**config.mk**
```make
export PLATFORM = sky130hd
export DESIGN_NAME = key_cmd_gen
export DESIGN_NICKNAME = d
export VERILOG_FILES = /design/src/rtl/frog_pkg.sv /design/src/rtl/cmd_fifo.sv /design/src/rtl/key_cmd_gen.sv
export SDC_FILE = /design/constraint.sdc
export NUM_CORES = 1
export LEC_CHECK = 0
export CORE_MARGIN = 5
export CORE_UTILIZATION = 50
export DETAILED_ROUTE_END_ITERATION = 10
export DONT_BUFFER_PORTS = 1
export GPL_ROUTABILITY_DRIVEN = 0
export GPL_TIMING_DRIVEN = 0
export PLACE_DENSITY = 0.75
export REMOVE_ABC_BUFFERS = 1
export SLEW_MARGIN = 25
export SYNTH_ARGS = -nofsm -noshare
export SYNTH_HDL_FRONTEND = slang
export SYNTH_SLANG_ARGS = --single-unit
```
**constraint.sdc**
```tcl
create_clock -name frame_clk -period 2.7 [get_ports frame_clk]
set_input_delay 0.135 -clock frame_clk [delete_from_list [all_inputs] [get_ports frame_clk]]
set_output_delay 0.135 -clock frame_clk [all_outputs]
set_load 0.01 [all_outputs]
```
**src/rtl/frog_pkg.sv**
```systemverilog
// rtl/frog_pkg.sv - shared direction/state types, keycode constants and keycode decode
package frog_pkg;

    typedef enum logic [1:0] {
        UP    = 2'b00,
        LEFT  = 2'b01,
        RIGHT = 2'b10,
        DOWN  = 2'b11
    } dir_t;

    typedef enum logic [1:0] {
        IDLE,
        HOLD,
        REPEAT
    } state_t;

    localparam logic [15:0] KEY_UP    = 16'h001A;
    localparam logic [15:0] KEY_LEFT  = 16'h0004;
    localparam logic [15:0] KEY_RIGHT = 16'h0007;
    localparam logic [15:0] KEY_DOWN  = 16'h0016;

    typedef struct packed {
        logic valid;
        dir_t dir;
    } key_t;

    function automatic key_t decode_key(input logic [15:0] code);
        key_t k;
        k.valid = 1'b1;
        k.dir   = UP;
        case (code)
            KEY_UP:    k.dir = UP;
            KEY_LEFT:  k.dir = LEFT;
            KEY_RIGHT: k.dir = RIGHT;
            KEY_DOWN:  k.dir = DOWN;
            default:   k.valid = 1'b0;
        endcase
        return k;
    endfunction

endpackage

```
**src/rtl/cmd_fifo.sv**
```systemverilog
// rtl/cmd_fifo.sv - power-of-two command FIFO with wrapping pointers and a separate occupancy counter
module cmd_fifo #(
    parameter int DEPTH = 4,
    parameter int WIDTH = 2
) (
    input  logic                       frame_clk,
    input  logic                       Reset,
    input  logic                       push,
    input  logic [WIDTH-1:0]           wdata,
    input  logic                       pop,
    output logic [WIDTH-1:0]           rdata,
    output logic                       full,
    output logic                       empty,
    output logic [$clog2(DEPTH+1)-1:0] count
);
    localparam int AW = $clog2(DEPTH);
    localparam int CW = $clog2(DEPTH + 1);

    logic [WIDTH-1:0] mem [DEPTH];
    logic [AW-1:0]    wr_ptr;
    logic [AW-1:0]    rd_ptr;
    logic             do_push;
    logic             do_pop;

    assign empty   = (count == '0);
    assign full    = (count == CW'(DEPTH));
    // A pop in the same cycle frees the slot, so a push into a full FIFO still lands.
    assign do_pop  = pop && !empty;
    assign do_push = push && (!full || do_pop);
    assign rdata   = empty ? '0 : mem[rd_ptr];

    always_ff @(posedge frame_clk) begin
        if (do_push)
            mem[wr_ptr] <= wdata;
    end

    always_ff @(posedge frame_clk) begin
        if (Reset) begin
            wr_ptr <= '0;
            rd_ptr <= '0;
            count  <= '0;
        end else begin
            if (do_push)
                wr_ptr <= wr_ptr + AW'(1);
            if (do_pop)
                rd_ptr <= rd_ptr + AW'(1);
            case ({do_push, do_pop})
                2'b10:   count <= count + CW'(1);
                2'b01:   count <= count - CW'(1);
                default: count <= count;
            endcase
        end
    end

endmodule

```
**src/rtl/key_cmd_gen.sv**
```systemverilog
// rtl/key_cmd_gen.sv - keyboard hold/auto-repeat state machine feeding a motion command FIFO
module key_cmd_gen
    import frog_pkg::*;
#(
    parameter int REPEAT_DELAY  = 30,
    parameter int REPEAT_PERIOD = 10,
    parameter int FIFO_DEPTH    = 4
) (
    input  logic        frame_clk,
    input  logic        Reset,
    input  logic [15:0] keycode,
    input  logic        cmd_ready,
    output logic        cmd_valid,
    output logic [1:0]  cmd_dir,
    output logic [2:0]  fifo_count,
    output logic        overflow,
    output logic [8:0]  LEDG
);
    localparam int CW = $clog2(FIFO_DEPTH + 1);
    localparam logic [7:0] DELAY_LAST  = 8'(REPEAT_DELAY - 1);
    localparam logic [7:0] PERIOD_LAST = 8'(REPEAT_PERIOD - 1);

    state_t          state;
    logic [7:0]      cnt;
    logic            prev_valid;
    dir_t            prev_dir;
    logic [3:0]      held_oh;
    key_t            key;
    logic            new_key;
    logic            push;
    logic            pop;
    logic            fifo_full;
    logic            fifo_empty;
    logic [CW-1:0]   fifo_cnt;

    assign key     = decode_key(keycode);
    assign new_key = key.valid && (!prev_valid || key.dir != prev_dir);
    assign pop     = cmd_valid && cmd_ready;

    always_comb begin
        push = 1'b0;
        case (state)
            IDLE:    push = key.valid;
            HOLD:    push = new_key || (key.valid && cnt == DELAY_LAST);
            REPEAT:  push = new_key || (key.valid && cnt == PERIOD_LAST);
            default: push = 1'b0;
        endcase
    end

    always_ff @(posedge frame_clk) begin
        if (Reset) begin
            state      <= IDLE;
            cnt        <= '0;
            prev_valid <= 1'b0;
            prev_dir   <= UP;
            held_oh    <= '0;
            overflow   <= 1'b0;
        end else begin
            prev_valid <= key.valid;
            prev_dir   <= key.dir;
            held_oh    <= key.valid ? (4'b0001 << key.dir) : 4'b0000;
            // Sticky: only a push that finds the FIFO full with no pop to make room is lost.
            if (push && fifo_full && !pop)
                overflow <= 1'b1;
            case (state)
                IDLE: begin
                    if (key.valid) begin
                        cnt   <= '0;
                        state <= HOLD;
                    end
                end
                HOLD, REPEAT: begin
                    if (!key.valid) begin
                        state <= IDLE;
                    end else if (new_key) begin
                        cnt   <= '0;
                        state <= HOLD;
                    end else if (state == HOLD && cnt == DELAY_LAST) begin
                        cnt   <= '0;
                        state <= REPEAT;
                    end else if (state == REPEAT && cnt == PERIOD_LAST) begin
                        cnt   <= '0;
                    end else begin
                        cnt   <= cnt + 8'd1;
                    end
                end
                default: state <= IDLE;
            endcase
        end
    end

    cmd_fifo #(
        .DEPTH (FIFO_DEPTH),
        .WIDTH (2)
    ) u_fifo (
        .frame_clk (frame_clk),
        .Reset     (Reset),
        .push      (push),
        .wdata     (key.dir),
        .pop       (pop),
        .rdata     (cmd_dir),
        .full      (fifo_full),
        .empty     (fifo_empty),
        .count     (fifo_cnt)
    );

    assign cmd_valid  = !fifo_empty;
    assign fifo_count = 3'(fifo_cnt);
    assign LEDG       = {overflow, 4'b0000, held_oh};

endmodule

```
==> results.toml, run 1 <==
[routing]
dr_wl_met2_um = 2008
wirelength_um = 4072
drcViolationCount = 0
via_count = 1599
wl_per_cell_um = 14.49
vias_per_cell = 5.690
initialDrtViolationCount = 76
met3WireLength_um = 252
met1Wirelength_um = 1735
ant_nets = 0
top_layer = "met4"
dr.pass1.iters = 4

[finish]
diodes = 0
fin_nets = 261
final_cell_mix = "dfxtp_1 (23), nor2_1 (18), inv_1 (15)"
area_growth_pct = 13.68
final_common_cell = "dfxtp_1"
drive_above_1_share = 0.1861
fillerInstances = 338

[clocking]
cts_htree_levels = 2
clk_pin_slew_worst_paths_ns = 0.07
cts_tree = "done"
worst_skew_pair.late_latency_ns = 0.29
clk_path_buf_depth = 2
cts_buffers = 5
cts_sinks = 35
root_buffer = "clkbuf_8"

[synthesis]
synthCells = 216
synth_seq_cells = 35
ys_warn_count = 0
netlist_area_um2 = 2012
synth-async-reset-ratio = 0
ys_seq_area_frac = 0.3881
yosysUniqueCellTypes = 48
ys_top_cells_by_area = "dfxtp_1 (27%), edfxtp_1 (12%), ha_1 (6.8%)"
yosysTopAreaCellShare = 0.2687
synthFlopType = "dfxtp_1"
synth.largest_area_cell = "dfxtp_1"
postSynthAreaPerCell_um2 = 9.314
synth-edff-count = 8

[floorplan]
start_util = 0.5103
core_area_um2 = 3943
die_x_um = 73.44
die_h_um = 73.44
fp-row-count = 23
ios = 35
dieArea_um2 = 5393

[setup_path]
arrival_ns = 2.78
reg2reg_to = "u_fifo.count[2]"
rr_startpoint = "state[0]"
path_delay_family = "compound AO/OA/AOI/OAI gates"
cp.required_ns = 2.92
worstSetupPathType = "register to register"
r2r_slack_ns = 0.14
cp-start-kind = "register"
crit_top_cell = "inv_2"
crit_path_cell_trace = "inv_1 -> ha_1 -> nor2_1 -> a21oi_1 -> o211a_1 -> a2111oi_4 -> inv_2 -> ha_4 -> inv_2 -> fa_2 -> xor2_1 -> or3_1 -> a21oi_2"
cp-end-kind = "register"
slowest_delay_ns = 0.42
reg2regPathDepth = 13
worst_path_max_delay_cell = "a2111oi_4"
worstPathMaxFanout = 4
crit_buf_inv = 3

[global_routing]
grt_use_total = 0.1645
grt_max_degree = 17
gr-total-overflow = 0
grt_pass1_vias = 1501
grt_pass1_wl_um = 6851
grt_antenna_before_repair = 0

[placed_design]
io_buffers = 0
detailed_place_hpwl_um = 2748
post-place-ws_ns = -0.9488

[power_and_ir_drop]
p_leak_nw = 0.8176
p_clk_frac = 0.394
p_switching_uw = 195.4
p_seq_frac = 0.579
switching_share = 0.2128
power_density_nw_per_um2 = 401.5
power.internal_uw = 722.9
peakVddDrop_uv = 174.3
p_total_uw = 918.2
comb_power_share = 0.028

[sta]
drv_slew = 0
max_slew.worst_pin.slew_ns = 0.7571
fin_skew_ns = 0.009290
rsz0062_at_grt = "true"
setup_violations = 0
max_freq_mhz = 390.3
layout_setup_ws_ns = 0.1376
finalHoldViolations = 0
relSlewSlack = 0.4881
period_share = 0.9491
whs_ns = 0.03377
min_period_ns = 2.562

[min_path]
min_path_type = "primary input to register"
hold_path_depth = 2
min_to = "state[0]"
holdCritStartpoint = "Reset"

[outcome]
status = "complete, no violations"

[flow_run]
maxCapViolCount = 0
==> cell type report <==
type | count | area (µm²) | area share
clock buffers | 7 | 76.32 | 0.03337
flip-flops and latches | 35 | 788.3 | 0.3446
inverters | 17 | 63.81 | 0.02790
repair buffers | 15 | 132.6 | 0.05799
multi-input cells | 156 | 1159 | 0.5066
clock inverters | 1 | 5.005 | 0.002188
well taps | 50 | 62.56 | 0.02735
==> how the worst max path moves through the flow <==
| stage | depth (start not counted) | slack, ns | start | to |
|---|---|---|---|---|
| 2_1_floorplan | 12 | -0.43 | keycode[8] | u_fifo.count[2] |
| 3_3_place_gp | 12 | -0.92 | keycode[8] | u_fifo.count[2] |
| 3_5_place_dp | 12 | -0.95 | keycode[8] | u_fifo.count[2] |
| 4_1_cts | 12 | 0.0004 | keycode[9] | u_fifo.count[2] |
| 5_1_grt | 13 | -0.07 | state[0] | u_fifo.count[2] |
| 6_report | 13 | 0.14 | state[0] | u_fifo.count[2] |
==> registers in the layout, indices dropped and copies added, names as in the netlist, named ones only <==
register	flops
prev_dir	2
state	2
u_fifo.mem	8
prev_valid	1
u_fifo.rd_ptr	2
held_oh	4
cnt	8
u_fifo.wr_ptr	2
u_fifo.count	3
overflow	1
==> cells by family (layout without fill, tap and decap cells) <==
group,count (synthesis),after routing,synth area share
compound gates,34,34,0.1294
xor+xnor,7,7,0.03047
fa+ha+maj,12,12,0.07836
buf+inv,28,40,0.06592
flops,35,35,0.3881
mux,4,4,0.03482
other cells,1,4,0.001864
simple gates,95,95,0.2711
==> cells in the mapped netlist, types with 3 or more instances <==
cell type	instances
or2_2	3
o21a_1	4
and2_1	4
nand2_1	12
clkbuf_1	3
buf_4	5
nor2_1	19
o211ai_1	7
edfxtp_1	8
ha_1	11
nor4b_1	4
dfxtp_1	27
nand3_1	6
and2_2	4
nand4_1	12
nor4_1	4
o21ai_0	5
xor2_1	5
or3_1	3
a21oi_1	8
inv_1	17
nor3_1	8
and3_1	4
nor2b_1	3
==> power groups by stage <==
| stage | clock network, mW | logic [mW] | registers, mW |
|---|---|---|---|
| 3_5_place_dp | 0 | 0.0199 | 0.544 |
| 2_1_floorplan | 0 | 0.0172 | 0.544 |
| 6_report | 0.361 | 0.0253 | 0.532 |
| 3_3_place_gp | 0 | 0.0196 | 0.544 |
| 5_1_grt | 0.395 | 0.0277 | 0.531 |
| 4_1_cts | 0.372 | 0.0249 | 0.532 |
==> stage by stage <==
stage / TNS [ns] / instance area [µm²] / util / cells
CTS: 0 / 2207 / 0.5598 / 276
global route: -0.09266 / 2287 / 0.5801 / 281
floorplan: -0.6263 / 1954 / - / 208
detailed placement: -3.600 / 2017 / 0.5116 / 258
finish: 0 / 2287 / 0.5801 / 281
global placement: -3.078 / 2017 / 0.5116 / 258
==> repair_timing <==
action / 4_1_cts / 5_1_grt
hold buffers: 8 / 0
buffers inserted: 2 / 5
setup endpoints to repair: 2 / 2
endpoints found under the hold margin: 16 / 0
resized for setup: 3 / 14
pin swaps: 2 / 8
==> per-layer routing <==
layer | vias to the layer above | global-route usage
li1 | 788 | -
met1 | 768 | 0.1966
met2 | 36 | 0.2721
met3 | 7 | 0.04788
met4 | 0 | 0.07445
met5 | - | 0
Power figures use the tool's default switching activity.
==> run 2, diff against run 1 <==
ABC_AREA = 1   (was default)
CAP_MARGIN = 20   (was default)
==> run 2 against run 1 <==
  * Non-clock buffer count down 13
  * Critical endpoint unchanged
  * Largest cell class unchanged
  * Critical path type unchanged
  * Critical path depth up 1
  * Largest power group unchanged
  * First-iteration DRC count fell by 12%
  * Worst setup slack improved by 0.15 ns
  * Synthesized cell count rose by 23%
  * Design area decreased by 1.5%
  * Combinational power rose to 4.9 times the previous value
  * Global-route usage shrank 2.3 points
  * Fmax is 6.1% higher
  * Utilization is 1.7 points lower
  * Highest routed layer unchanged
  * Clock power is 29% higher
==> results.toml, run 2 <==
[finish]
final_common_cell = "inv_1"
reg_top3 = "cnt x8, u_fifo.mem x8, held_oh x4"
finalInstanceArea_um2 = 2252
drive_above_1_share = 0.1882
diodes = 0
fin_nets = 301
area_growth_pct = 8.696
final_cell_mix = "inv_1 (42), nor2_1 (38), nand2_1 (38)"

[clocking]
worst_skew_pair.late_latency_ns = 0.28
clk_pin_slew_worst_paths_ns = 0.07
cts_sinks = 35
cts_htree_levels = 2
cts_tree = "done"
cts_buffers = 5
root_buffer = "clkbuf_8"
clk_path_buf_depth = 2

[setup_path]
crit_start = "state[1]"
arrival_ns = 2.59
cp-start-kind = "register"
worstPathMaxFanout = 8
slowest_delay_ns = 0.38
cp-end-kind = "register"
worst_path_max_delay_cell = "dfxtp_1"
worstSetupPathType = "register to register"
crit_top_cell = "inv_1"
rr_startpoint = "state[1]"
cp.required_ns = 2.87
crit_path_cell_trace = "inv_1 -> ha_4 -> nor2_4 -> inv_1 -> nand2_8 -> nor2_8 -> nand3_4 -> ha_1 -> inv_1 -> fa_1 -> a21oi_1 -> o21ai_0 -> o21ai_1 -> a21oi_1"

[global_routing]
grt_pass1_wl_um = 5996
grt_pass1_vias = 1479
grt_antenna_before_repair = 0
grt_use_total = 0.1420
grt_max_degree = 13
gr-total-overflow = 0

[synthesis]
synth-async-reset-ratio = 0
ys_warn_count = 0
ys_seq_area_frac = 0.3768
synthCells = 265
synth.most_common_cell = "inv_1"
synth_seq_cells = 35
ys_top_cells_by_area = "dfxtp_1 (26%), edfxtp_1 (12%), inv_1 (7.6%)"
yosysUniqueCellTypes = 31
postSynthAreaPerCell_um2 = 7.819
synth-edff-count = 8
synth.top_cells.by_count = "inv_1 (42), nor2_1 (39), nand2_1 (38)"
netlist_area_um2 = 2072
synthFlopType = "dfxtp_1"
yosysTopAreaCellShare = 0.2609
synth.largest_area_cell = "dfxtp_1"

[floorplan]
start_util = 0.5180
die_x_um = 74.38
fp-row-count = 23
die_h_um = 74.38
ios = 35
core_area_um2 = 4000
dieArea_um2 = 5532

[routing]
wirelength_um = 3470
initialDrtViolationCount = 67
vias_per_cell = 4.782
ant_nets = 0
wl_per_cell_um = 10.81
via_count = 1535
drcViolationCount = 0
dr.pass1.iters = 4

[placed_design]
placement.cell_area_um2 = 2096
detailed_place_hpwl_um = 2658
io_buffers = 0

[sta]
finalHoldViolations = 0
max_freq_mhz = 414.1
rsz0062_at_grt = "false"
period_share = 0.8943
fin_tns_setup_ns = 0
setup_violations = 0
fin_skew_ns = 0.003225
min_period_ns = 2.415
whs_ns = 0.06060
drv_slew = 0

[min_path]
min_path_type = "primary input to register"
holdCritStartpoint = "keycode[0]"

[outcome]
status = "complete, no violations"

[power_and_ir_drop]
p_leak_nw = 0.9703
power_density_nw_per_um2 = 511.7
peakVddDrop_uv = 272.2

[flow_run]
maxCapViolCount = 0
run 2: final cells by class:
| type | count | area [µm²] |
|---|---|---|
| fill | 380 | 1748 |
| multi-input combinational | 181 | 1109 |
| sequential | 35 | 782.0 |
| inverter | 45 | 168.9 |
| clock buffer | 5 | 68.82 |
| tap | 50 | 62.56 |
| clock inverter | 3 | 43.79 |
| timing repair buffer | 2 | 17.52 |
run 2: worst max-delay path: cells and delay by family, from the launching register on:
family | cells | cell delay [ns]
simple gates | 4 | 0.43
compound gates | 4 | 0.44
buf+inv | 3 | 0.27
fa+ha+maj | 3 | 0.78
flops | 1 | 0.38
run 2: logic make-up after synthesis:
group                      share of synthesized area
AOI/OAI and AO/OA                            0.06461
xor gates and xnor gates                     0.02113
adders and majority gates                    0.07609
buffers and inverters                         0.1057
DFF                                           0.3768
other                                       0.001810
and+or+nand+nor                               0.3539
run 2: layer usage:
layer	up-vias	GRT usage	share of wire
met5	-	0	0
met3	5	0.04324	0.043
met2	23	0.2400	0.50
met4	0	0.05929	0.015
li1	821	-	-
met1	686	0.1668	0.45
run 2: stage by stage:
stage          utilization  instances  setup WS, ns  power [mW]
3_5_place_dp        0.5239        311       0.02356      0.6870
4_1_cts             0.5552        320       0.08956       1.157
6_report            0.5630        321        0.2853       1.152
3_3_place_gp        0.5239        311       0.04695      0.6838
2_1_floorplan            -        261        0.2283      0.6676
5_1_grt             0.5630        321       0.03365       1.212
run 2: what timing repair did:
action / in CTS / in global routing
hold buffers: 1 / 0
resized for setup: 1 / 5
setup endpoints to repair: 1 / 1
setup buffers: 0 / 1
cloned: 0 / 0
pin swaps: 0 / 1
hold endpoints to repair: 7 / 0
run 2: power breakdown:
part | total [mW] | switching, mW | internal, mW
Clock | 0.466 | 0.191 | 0.275
Combinational | 0.125 | 0.0829 | 0.0422
Sequential | 0.562 | 0.0152 | 0.546
Total | 1.15 | 0.289 | 0.863
run 2: final timing paths:
check                     endpoint  slack [ns]  depth (start not counted)
setup / recovery   u_fifo.count[2]        0.29                         14
hold / removal          held_oh[3]        0.06                          3
setup reg to reg   u_fifo.count[2]        0.29                         14
hold reg to reg   u_fifo.rd_ptr[1]        0.49                          2
